[config.mk]
export PLATFORM = sky130hd
export DESIGN_NAME = sdhci_dat_rx
export DESIGN_NICKNAME = d
export VERILOG_FILES = /design/src/rtl/sdhci_dat_pkg.sv /design/src/rtl/sdhci_crc16.sv /design/src/rtl/sdhci_dat_rx.sv
export SDC_FILE = /design/constraint.sdc
export NUM_CORES = 1
export LEC_CHECK = 0
export CORE_ASPECT_RATIO = 0.8
export CORE_MARGIN = 4
export CORE_UTILIZATION = 53
export CTS_CLUSTER_DIAMETER = 40
export DETAILED_ROUTE_END_ITERATION = 16
export HOLD_SLACK_MARGIN = 0.02
export MAX_ROUTING_LAYER = met4
export PLACE_DENSITY = 0.86
export SLEW_MARGIN = 30
export SYNTH_ARGS = -nofsm -noshare
export SYNTH_HDL_FRONTEND = slang
export SYNTH_SLANG_ARGS = --single-unit
export TNS_END_PERCENT = 1
[constraint.sdc]
create_clock -name clk_i -period 2.7 [get_ports clk_i]
set_input_delay 0.405 -clock clk_i [delete_from_list [all_inputs] [get_ports clk_i]]
set_output_delay 0.405 -clock clk_i [all_outputs]
set_load 0.01 [all_outputs]
[src/rtl/sdhci_dat_pkg.sv]
// Shared types and constants for the SDHCI receive-side DAT line engine.
package sdhci_dat_pkg;

    typedef enum logic [2:0] {
        ST_IDLE       = 3'd0,
        ST_WAIT_START = 3'd1,
        ST_DATA       = 3'd2,
        ST_CRC        = 3'd3,
        ST_END        = 3'd4,
        ST_DONE       = 3'd5
    } state_e;

    localparam logic [15:0] CrcPoly     = 16'h1021;
    localparam int unsigned MaxBlockLen = 2048;
    localparam int unsigned BitCntWidth = 14;

    // One serial CRC16-CCITT step, MSB-first shift.
    function automatic logic [15:0] crc16_step(input logic [15:0] crc, input logic bit_in);
        logic [15:0] shifted;
        shifted = {crc[14:0], 1'b0};
        if (crc[15] ^ bit_in) begin
            crc16_step = shifted ^ CrcPoly;
        end else begin
            crc16_step = shifted;
        end
    endfunction

endpackage

[src/rtl/sdhci_crc16.sv]
// Serial CRC16-CCITT accumulator for a single DAT line.
module sdhci_crc16
    import sdhci_dat_pkg::*;
(
    input  logic        clk_i,
    input  logic        rst_ni,
    input  logic        clear_i,
    input  logic        en_i,
    input  logic        bit_i,
    output logic [15:0] crc_o
);

    logic [15:0] crc_q;
    logic [15:0] crc_d;

    // Next CRC value: clear has priority over a shift.
    always_comb begin
        crc_d = crc_q;
        if (clear_i) begin
            crc_d = 16'h0000;
        end else if (en_i) begin
            crc_d = crc16_step(crc_q, bit_i);
        end else begin
            crc_d = crc_q;
        end
    end

    // CRC state register.
    always_ff @(posedge clk_i or negedge rst_ni) begin
        if (!rst_ni) begin
            crc_q <= 16'h0000;
        end else begin
            crc_q <= crc_d;
        end
    end

    assign crc_o = crc_q;

endmodule

[src/rtl/sdhci_dat_rx.sv]
// Receive DAT engine: samples one data block in 1/4-bit mode, checks per-line
// CRC16 and end bits, and packs little-endian words into the read buffer.
module sdhci_dat_rx
    import sdhci_dat_pkg::*;
#(
    parameter int unsigned TimeoutWidth = 24
) (
    input  logic                    clk_i,
    input  logic                    rst_ni,
    input  logic                    start_i,
    input  logic                    abort_i,
    input  logic [11:0]             block_len_i,
    input  logic                    wide_bus_i,
    input  logic [TimeoutWidth-1:0] timeout_i,
    input  logic                    sample_i,
    input  logic [3:0]              dat_i,
    input  logic                    full_i,
    output logic                    push_o,
    output logic [31:0]             data_o,
    output logic                    stall_o,
    output logic                    busy_o,
    output logic                    done_o,
    output logic                    crc_err_o,
    output logic                    end_bit_err_o,
    output logic                    timeout_err_o,
    output logic                    overrun_err_o
);

    state_e                   state_q, state_d, st_nxt_s;
    logic                     wide_q, wide_d;
    logic [BitCntWidth-1:0]   last_q, last_d;
    logic [BitCntWidth-1:0]   bit_cnt_q, bit_cnt_d;
    logic [TimeoutWidth-1:0]  tmo_q, tmo_d;
    logic [TimeoutWidth-1:0]  tick_cnt_q, tick_cnt_d;
    logic [7:0]               byte_q, byte_d;
    logic [31:0]              word_q, word_d;
    logic                     pend_q, pend_d;
    logic [31:0]              pend_data_q, pend_data_d;
    logic                     crc_err_q, crc_err_d;
    logic                     end_err_q, end_err_d;
    logic                     tmo_err_q, tmo_err_d;
    logic                     ovr_err_q, ovr_err_d;

    logic [11:0]              len_masked_s, len_eff_s, len_m1_s;
    logic [BitCntWidth-1:0]   last_idx_s;
    logic [TimeoutWidth-1:0]  tick_inc_s;
    logic [7:0]               byte_new_s;
    logic [31:0]              word_new_s;
    logic                     byte_done_s, word_done_s, word_fire_s;
    logic                     push_s, accept_s;
    logic [3:0]               line_en_s, crc_nz_s;
    logic                     crc_bad_s, end_bad_s, crc_en_s, crc_clear_s;
    logic [15:0]              crc_s [4];

    // Out-of-contract lengths are folded to a legal multiple of 4 so the block always terminates.
    always_comb begin
        len_masked_s = block_len_i & 12'hFFC;
        len_eff_s    = (len_masked_s == 12'h000) ? 12'd4 : len_masked_s;
        len_m1_s     = len_eff_s - 12'd1;
        last_idx_s   = wide_bus_i ? {1'b0, len_m1_s, 1'b1} : {len_m1_s[10:0], 3'b111};
    end

    // Byte/word assembly: bytes arrive MSB first, words fill from the low byte up.
    always_comb begin
        byte_new_s  = wide_q ? {byte_q[3:0], dat_i} : {byte_q[6:0], dat_i[0]};
        byte_done_s = wide_q ? bit_cnt_q[0] : (bit_cnt_q[2:0] == 3'b111);
        word_done_s = byte_done_s & (wide_q ? (bit_cnt_q[2:1] == 2'b11)
                                            : (bit_cnt_q[4:3] == 2'b11));
        word_new_s  = {byte_new_s, word_q[31:8]};
        tick_inc_s  = tick_cnt_q + 1'b1;
        line_en_s   = wide_q ? 4'b1111 : 4'b0001;
        for (int i = 0; i < 4; i++) begin
            crc_nz_s[i] = |crc_s[i];
        end
        crc_bad_s   = |(line_en_s & crc_nz_s);
        end_bad_s   = |(line_en_s & ~dat_i);
        crc_en_s    = sample_i & ((state_q == ST_DATA) | (state_q == ST_CRC));
        crc_clear_s = (state_q == ST_IDLE);
    end

    for (genvar g = 0; g < 4; g++) begin : g_crc
        sdhci_crc16 u_crc (
            .clk_i   (clk_i),
            .rst_ni  (rst_ni),
            .clear_i (crc_clear_s),
            .en_i    (crc_en_s & line_en_s[g]),
            .bit_i   (dat_i[g]),
            .crc_o   (crc_s[g])
        );
    end

    // Receive FSM next-state and datapath updates.
    always_comb begin
        st_nxt_s    = state_q;
        wide_d      = wide_q;
        last_d      = last_q;
        tmo_d       = tmo_q;
        tick_cnt_d  = tick_cnt_q;
        bit_cnt_d   = bit_cnt_q;
        byte_d      = byte_q;
        word_d      = word_q;
        crc_err_d   = crc_err_q;
        end_err_d   = end_err_q;
        tmo_err_d   = tmo_err_q;
        ovr_err_d   = ovr_err_q;
        word_fire_s = 1'b0;
        case (state_q)
            ST_IDLE: begin
                if (start_i) begin
                    st_nxt_s   = ST_WAIT_START;
                    wide_d     = wide_bus_i;
                    last_d     = last_idx_s;
                    tmo_d      = timeout_i;
                    tick_cnt_d = {TimeoutWidth{1'b0}};
                    bit_cnt_d  = 14'd0;
                    byte_d     = 8'h00;
                    word_d     = 32'h0000_0000;
                    crc_err_d  = 1'b0;
                    end_err_d  = 1'b0;
                    tmo_err_d  = 1'b0;
                    ovr_err_d  = 1'b0;
                end else begin
                    st_nxt_s = ST_IDLE;
                end
            end
            ST_WAIT_START: begin
                if (sample_i && !dat_i[0]) begin
                    st_nxt_s  = ST_DATA;
                    bit_cnt_d = 14'd0;
                end else if (sample_i) begin
                    tick_cnt_d = tick_inc_s;
                    if (tick_inc_s == tmo_q) begin
                        st_nxt_s  = ST_DONE;
                        tmo_err_d = 1'b1;
                    end else begin
                        st_nxt_s = ST_WAIT_START;
                    end
                end else begin
                    st_nxt_s = ST_WAIT_START;
                end
            end
            ST_DATA: begin
                if (sample_i) begin
                    byte_d      = byte_new_s;
                    word_d      = byte_done_s ? word_new_s : word_q;
                    word_fire_s = word_done_s;
                    if (bit_cnt_q == last_q) begin
                        st_nxt_s  = ST_CRC;
                        bit_cnt_d = 14'd0;
                    end else begin
                        bit_cnt_d = bit_cnt_q + 14'd1;
                    end
                end else begin
                    st_nxt_s = ST_DATA;
                end
            end
            ST_CRC: begin
                if (sample_i && (bit_cnt_q[3:0] == 4'hF)) begin
                    st_nxt_s = ST_END;
                end else if (sample_i) begin
                    bit_cnt_d = bit_cnt_q + 14'd1;
                end else begin
                    st_nxt_s = ST_CRC;
                end
            end
            ST_END: begin
                if (sample_i) begin
                    crc_err_d = crc_bad_s;
                    end_err_d = end_bad_s;
                    st_nxt_s  = ST_DONE;
                end else begin
                    st_nxt_s = ST_END;
                end
            end
            ST_DONE: st_nxt_s = ST_IDLE;
            default: st_nxt_s = ST_IDLE;
        endcase

        // A pending word leaving this cycle frees the slot for a word completing now.
        push_s      = pend_q & ~full_i;
        accept_s    = word_fire_s & ~(pend_q & ~push_s);
        ovr_err_d   = ovr_err_d | (word_fire_s & pend_q & ~push_s);
        pend_data_d = accept_s ? word_new_s : pend_data_q;
        pend_d      = abort_i ? 1'b0 : (accept_s | (pend_q & ~push_s));
        state_d     = abort_i ? ST_IDLE : st_nxt_s;
    end

    // State, datapath and pending-word registers.
    always_ff @(posedge clk_i or negedge rst_ni) begin
        if (!rst_ni) begin
            state_q     <= ST_IDLE;
            wide_q      <= 1'b0;
            last_q      <= 14'd0;
            tmo_q       <= {TimeoutWidth{1'b0}};
            tick_cnt_q  <= {TimeoutWidth{1'b0}};
            bit_cnt_q   <= 14'd0;
            byte_q      <= 8'h00;
            word_q      <= 32'h0000_0000;
            pend_q      <= 1'b0;
            pend_data_q <= 32'h0000_0000;
            crc_err_q   <= 1'b0;
            end_err_q   <= 1'b0;
            tmo_err_q   <= 1'b0;
            ovr_err_q   <= 1'b0;
        end else begin
            state_q     <= state_d;
            wide_q      <= wide_d;
            last_q      <= last_d;
            tmo_q       <= tmo_d;
            tick_cnt_q  <= tick_cnt_d;
            bit_cnt_q   <= bit_cnt_d;
            byte_q      <= byte_d;
            word_q      <= word_d;
            pend_q      <= pend_d;
            pend_data_q <= pend_data_d;
            crc_err_q   <= crc_err_d;
            end_err_q   <= end_err_d;
            tmo_err_q   <= tmo_err_d;
            ovr_err_q   <= ovr_err_d;
        end
    end

    assign push_o        = pend_q & ~full_i;
    assign stall_o       = pend_q & full_i;
    assign data_o        = pend_data_q;
    assign busy_o        = (state_q != ST_IDLE);
    assign done_o        = (state_q == ST_DONE);
    assign crc_err_o     = done_o & crc_err_q;
    assign end_bit_err_o = done_o & end_err_q;
    assign timeout_err_o = done_o & tmo_err_q;
    assign overrun_err_o = done_o & ovr_err_q;

endmodule

==> out/results.txt, run 1 <==
Max Freq - 380 MHz
Htree depth - 1
Post-synth top area share - 0.516
Clk root buf - clkbuf_16
Overall Power - 0.00803 W
Gr usage total - 0.248
Hold Slack - 380 ps
Max Cap Viol - 0
Worst endpoint data arrival time - 3080 ps
Largest net degree at the start of global routing - 89
Placement Rows - 45
Worst slack, placed - -170 ps
Global-route wire length before repair - 43,500 um
DRT Pass-1 Iters - 5
Synth Cell Area - 10,200 um^2
Yosys top cell by area - dfrtp_1
Layout overhead on the synthesized area - 24.3%
Worst path max stage delay - 550 ps
Antenna-violating nets left - 0
Netlist cell types - 62
Die height - 132 um
Gate Count Post-Synth - 1,102
WP data required - 3160 ps
Die area - 21,500 um^2
CORE AREA - 18,900 um^2
Clk_skew - 22.8 ps
Io pins - 87
Power Density - 634 nW/um^2
PnR worst setup slack - 71.2 ps
Bufs and invs on worst path - 1
Critical-path maximum fanout - 2
GR Overflow Total - 0
Clock sink total - 210
Yosys warnings - 0
Crit path time final - 2630 ps
Max VDD drop - 0.461 mV
Hold Fails Final Rpt - 0
CTS Buf Count - 27
Fin. max-slew vios - 0
Die width - 163 um
Port Buffers - 84
Startpoint types - flop
Final setup fails - 0
Syn nets - 1,153
Most common library cells after synthesis - nand2_1, dfrtp_1, o21ai_0, nor2_1, clkbuf_1
P_leak - 5.60 nW
Clock latency on the worst-skew pair - 550 ps
Top area cells in the synthesized netlist - dfrtp_1, nand2_1, o21ai_0, mux2_2, xnor2_1
Starting Density - 0.539
Detailed-route via count - 8,659
Share of cells above drive strength 1 - 0.142
Worst Setup End Kind - flop
Async SR Flop Fraction - 1.00
Clock Path Buffers - 3
CTS tree - done
Most frequent cell after synthesis - nand2_1
Run status - complete, no violations
Initial antenna violation count - 2
Sequential area share after synthesis - 0.516
Routed vias/inst - 5.79
Routed WL per cell - 17.2 um
Crit-path slowest cell - or4_4
CP Cell Sequence - ha_4 > nand3_2 > or4_4 > xnor2_2 > or3_4 > a2111oi_4 > buf_4 > nand4_1 > a21oi_1
Fin util - 0.670
Period utilisation layout - 0.974
Synth Register Bits - 210
Post-Route WL - 25,700 um
Top FF cell, synth - dfrtp_1
Final GP Congestion - 0.945
Number of global-route vias before repair - 8,589
DRC Markers - 0
Relative slew slack - 0.426
EDFF count, synth - 0
Final-stage net count - 1,265
DRT iter0 DRCs - 788
Crit Path Category - flop to flop
Worst Max-Slew Pin Slew - 858 ps
CP top delay family - simple AND/OR/NAND/NOR gates
Syn_area_per_cell - 9.25 um^2
Detailed placement HPWL - 16,800 um
Clock transition at path regs - 60 ps
Hold Path Class - primary input to flop
## stage by stage
step                      cell area (um^2)  std cells  TNS, ps
final                                12700       1495        0
after global routing                 12700       1495    -4.40
after CTS                            12600       1489        0
after detailed placement             11600       1438     -491
after global placement               11600       1438    -20.6
after floorplan                      10200       1102        0
## flip-flops by register name, summed over array words and instances, names as in the netlist
| name | flops |
|---|---|
| bit_cnt_q | 14 |
| byte_q | 7 |
| crc_err_q | 1 |
| data_o | 32 |
| end_err_q | 1 |
| g_crc.u_crc.crc_o | 64 |
| last_q | 12 |
| ovr_err_q | 1 |
| pend_q | 1 |
| state_q | 3 |
| tick_cnt_q | 24 |
| tmo_err_q | 1 |
| tmo_q | 24 |
| wide_q | 1 |
| word_q | 24 |
## layout make-up
| cell class | count | area, um^2 |
|---|---|---|
| Antenna cell | 2 | 5.00 |
| Sequential cell | 210 | 5260 |
| Inverter | 12 | 45.0 |
| Timing Repair Buffer | 149 | 1400 |
| Multi-Input combinational cell | 814 | 4680 |
| Tap cell | 258 | 323 |
| Fill cell | 1412 | 6250 |
| Clock inverter | 20 | 248 |
| Clock buffer | 30 | 707 |
## cells in the final DEF, fill, tap and decap left out, types with 3 or more instances in the layout
cell type,synthesis,final
or2_2,3,3
bufinv_16,0,4
a21oi_1,37,37
nor4_1,26,26
dfrtp_1,210,208
o41ai_1,6,6
nor2_1,57,55
nor3b_1,3,3
clkbuf_8,0,3
a22o_1,12,12
clkinv_4,0,3
clkinvlp_4,0,3
nor2b_1,6,6
or3_1,8,7
mux2_2,40,40
buf_12,0,5
nand4_1,17,17
clkinv_2,0,6
and2_1,5,5
a31oi_1,15,15
o31ai_1,15,15
mux2i_1,13,13
a21o_1,3,3
buf_4,1,59
ha_1,4,3
nand3_1,27,27
xnor2_1,31,30
and3_1,8,7
inv_1,11,11
o21ai_0,116,116
clkdlybuf4s50_1,0,83
nand2_1,278,278
nand2b_1,4,4
clkbuf_16,0,27
nor3_1,12,12
and4_1,5,5
nand3b_1,4,4
xor2_1,27,27
## repair_timing
action	4_1_cts	5_1_grt
hold buffers	1	0
gates resized for setup	3	8
endpoints found under the setup margin	4	2
hold endpoints to repair	75	0
setup buffers	0	4
pin swaps	0	4
## per-layer routing
metal	GRT usage	up-vias	part of all wire
li1	-	4069	-
met1	0.354	4227	0.46
met2	0.374	309	0.46
met3	0.0441	54	0.058
met4	0.0619	0	0.021
met5	-	-	0
## tightest hold or removal path, delay by kind of cell
kind | cells | cell delay (ps)
buffers and inverters | 1 | 390
AND/OR/NAND/NOR | 2 | 90
## report_power, final
part           switching, W  internal, W  leakage, nW
logic              0.000525     0.000370         2.28
registers          0.000121      0.00326         2.86
clock network       0.00145      0.00231        0.466
total               0.00209      0.00594         5.60
## kinds of logic after synthesis
kind of cell / after synthesis / share of synthesized area
buffers and inverters: 78 / 0.0306
adder cells (fa/ha/maj): 4 / 0.00491
AO/OA/AOI/OAI: 226 / 0.132
XOR/XNOR: 58 / 0.0498
multiplexers: 53 / 0.0570
flip-flops: 210 / 0.516
AND/OR/NAND/NOR: 473 / 0.210
## path summary, 6_finish.rpt
kind                                           startpoint                                    to  slack, ps  depth (start not counted)
max in group asynchronous                          rst_ni  g_crc[2].u_crc.crc_o[12]$_DFFE_PN0P_       1510                          3
worst min register to register     word_q[10]$_DFFE_PN0P_                word_q[10]$_DFFE_PN0P_        490                          2
worst min-delay path                         timeout_i[5]                  tmo_q[5]$_DFFE_PN0P_        380                          3
worst max-delay path            tick_cnt_q[0]$_DFFE_PN0P_                state_q[2]$_DFFE_PN0P_         70                          9
worst max register to register  tick_cnt_q[0]$_DFFE_PN0P_                state_q[2]$_DFFE_PN0P_         70                          9
min in group asynchronous                          rst_ni             tick_cnt_q[4]$_DFFE_PN0P_        490                          2
Note: power is estimated with default switching activity, not from simulation.
==> run 2, diff against run 1 <==
Settings changed: GPL_TIMING_DRIVEN set to 1.
==> results of run 2 <==
The final DEF is identical to that of run 1; final timing and power are the same.
==> run 3, diff against run 2 <==
Settings changed: REMOVE_ABC_BUFFERS set to 1.
==> run 3 against run 2 <==
Hold slack gained 30 ps. Fmax decreased by 0.32%. Non-clock buffer count is 2 higher. Sequential share of layout area is 0.082 points lower. Sequential cell count is the same. Combinational power shrank 0.6%. Final cell count fell by 0.27%. Worst setup slack got worse by 8.6 ps. Count of clock-buffer cells in the layout shrank 4. Critical path type is now flop to output pin. Highest routed layer unchanged.
==> out/results.txt, run 3 (synthesis gave the netlist of run 1 again) <==
Htree depth - 1 (unchanged)
Clk_skew - 17.6 ps (was 22.8 ps)
Crit Path Category - flop to output pin (was flop to flop)
Number of global-route vias before repair - 8,426 (was 8,589)
Hold Fails Final Rpt - 0 (unchanged)
Antenna-violating nets left - 0 (unchanged)
Worst endpoint data arrival time - 2230 ps (was 3080 ps)
WP data required - 2300 ps (was 3160 ps)
GR Overflow Total - 0 (unchanged)
Io pins - 87 (unchanged)
# diodes - 0 (was 2)
CORE AREA - 18,900 um^2 (unchanged)
Hold Path Class - primary input to flop (unchanged)
Die area - 21,500 um^2 (unchanged)
Clock Path Buffers - 3 (unchanged)
Die height - 132 um (unchanged)
Relative slew slack - 0.400 (was 0.426)
CTS Buf Count - 25 (was 27)
Power Density - 651 nW/um^2 (was 634 nW/um^2)
Largest net degree at the start of global routing - 89 (unchanged)
CTS tree - done (unchanged)
RSZ-0062 raised after global routing - yes
Clock sink total - 210 (unchanged)
Max reg flops - 64 (unchanged)
Final GP Congestion - 0.908 (was 0.945)
CP top delay family - simple AND/OR/NAND/NOR gates (unchanged)
Worst path max stage delay - 560 ps (was 550 ps)
Gr usage total - 0.241 (was 0.248)
Final setup fails - 0 (unchanged)
Routed vias/inst - 5.86 (was 5.79)
Share of cells above drive strength 1 - 0.141 (was 0.142)
Run status - complete, no violations (unchanged)
Max Cap Viol - 0 (unchanged)
Hold Slack - 410 ps (was 380 ps)
Final-stage net count - 1,265 (unchanged)
Crit path time final - 2640 ps (was 2630 ps)
Most frequent cells in the layout - nand2_1, dfrtp_1, o21ai_0 (unchanged)
Worst slack, placed - -160 ps (was -170 ps)
PnR worst setup slack - 62.6 ps (was 71.2 ps)
Combinational share of power - 0.108 (was 0.112)
Reg power frac - 0.408 (was 0.421)
Post-Route WL - 25,400 um (was 25,700 um)
DRT iter0 DRCs - 947 (was 788)
Routed WL per cell - 17.1 um (was 17.2 um)
DRC Markers - 0 (unchanged)
P_leak - 5.61 nW (was 5.60 nW)
Fin. max-slew vios - 0 (unchanged)
Startpoint types - flop (unchanged)
Fill cell count - 1,375 (was 1,412)
Switching pwr - 0.00210 W (was 0.00209 W)
Pint - 0.00617 W (was 0.00594 W)
Bufs and invs on worst path - 1 (unchanged)
Starting Density - 0.539 (unchanged)
Leading cell type in the layout, fill and taps excluded - nand2_1 (unchanged)
Clk root buf - clkbuf_16 (unchanged)
DRT Pass-1 Iters - 6 (was 5)
Port Buffers - 84 (unchanged)
Clock power frac - 0.484 (was 0.467)
Max Freq - 379 MHz (was 380 MHz)
CP Cell Sequence - nand2_1 > nor2_2 > and2_1 > clkdlybuf4s50_1 (was ha_4 > nand3_2 > or4_4 > xnor2_2 > or3_4 > a2111oi_4 > buf_4 > nand4_1 > a21oi_1)
Detailed placement HPWL - 16,700 um (was 16,800 um)
Global-route wire length before repair - 42,500 um (was 43,500 um)
Period utilisation layout - 0.977 (was 0.974)
Max VDD drop - 0.421 mV (was 0.461 mV)
Die width - 163 um (unchanged)
Worst Setup End Kind - output pin (was flop)
Crit-path slowest cell - dfrtp_1 (was or4_4)
Clock latency on the worst-skew pair - 520 ps (was 550 ps)
Detailed-route via count - 8,743 (was 8,659)
Non-Filler Instances - 1,491 (was 1,495)
Worst Max-Slew Pin Slew - 897 ps (was 858 ps)
Placement Rows - 45 (unchanged)
Initial antenna violation count - 0 (was 2)
Post-Place Cells - 1,442 (was 1,438)
Layout overhead on the synthesized area - 24.5% (was 24.3%)
Sw Ratio - 0.254 (was 0.260)
Critical-path maximum fanout - 11 (was 2)
Clock transition at path regs - 70 ps (was 60 ps)
==> run 3: cell types whose count changed in the layout (fill, tap and decap cells not counted), moves of 2 or more <==
cell,before,now
clkbuf_16,27,25
bufinv_16,4,8
diode_2,2,0
inv_6,2,6
clkinv_4,3,1
clkinv_2,6,0
buf_4,59,62
==> run 3: worst paths after layout <==
check | from | end | slack, ps | depth (start not counted)
max | state_q[0]$_DFFE_PN0P_ | end_bit_err_o | 60 | 4
min | timeout_i[11] | tmo_q[11]$_DFFE_PN0P_ | 410 | 3
max reg2reg | tick_cnt_q[14]$_DFFE_PN0P_ | state_q[2]$_DFFE_PN0P_ | 90 | 8
min reg2reg | word_q[8]$_DFFE_PN0P_ | word_q[8]$_DFFE_PN0P_ | 480 | 2
max in group asynchronous | rst_ni | tick_cnt_q[20]$_DFFE_PN0P_ | 1530 | 3
min in group asynchronous | rst_ni | last_q[10]$_DFFE_PN0P_ | 460 | 2
==> run 3: cell type report <==
cell class                 count  area (um^2)  share of cell area
multi-input combinational    814         4670               0.368
clock inverter                20          355              0.0280
inverter                      12         45.0             0.00355
clock buffer                  26          639              0.0504
tap                          258          323              0.0254
timing repair buffer         151         1400               0.110
sequential                   210         5260               0.414
==> run 3: worst min-delay path: cells and delay by family <==
kind	cells	cell delay, ps
and+or+nand+nor	2	90
buffers and inverters	1	400
==> run 3: what timing repair did <==
item                                    in CTS  in global routing
endpoints found under the hold margin       62                  0
hold buffers                                 1                  0
gates resized for setup                      3                  8
endpoints found under the setup margin       5                  9
pin swaps                                    0                  3
setup buffers                                0                  2
==> run 3: through the flow <==
step | area [um^2] | total power (W) | TNS, ps | util
3_5_place_dp | 11600 | 0.00427 | -274 | 0.615
5_1_grt | 12700 | 0.00856 | -9.96 | 0.671
2_1_floorplan | 9930 | 0.00388 | -17630 | -
3_3_place_gp | 11600 | 0.00424 | 0 | 0.615
6_report | 12700 | 0.00826 | 0 | 0.671
4_1_cts | 12600 | 0.00828 | -24.9 | 0.668
==> run 3: power groups by stage <==
stage               clock, W  combinational (W)  sequential, W
CTS                  0.00404           0.000866        0.00337
detailed placement         0           0.000849        0.00343
floorplan                  0           0.000465        0.00341
global placement           0           0.000821        0.00342
finish               0.00400           0.000891        0.00337
global route         0.00419           0.000985        0.00338
==> run 3: per-layer routing <==
metal | up-vias | share of wire | track usage
li1 | 4056 | - | -
met1 | 4258 | 0.43 | 0.340
met2 | 369 | 0.47 | 0.368
met3 | 60 | 0.068 | 0.0366
met4 | 0 | 0.027 | 0.0671
met5 | - | 0 | -
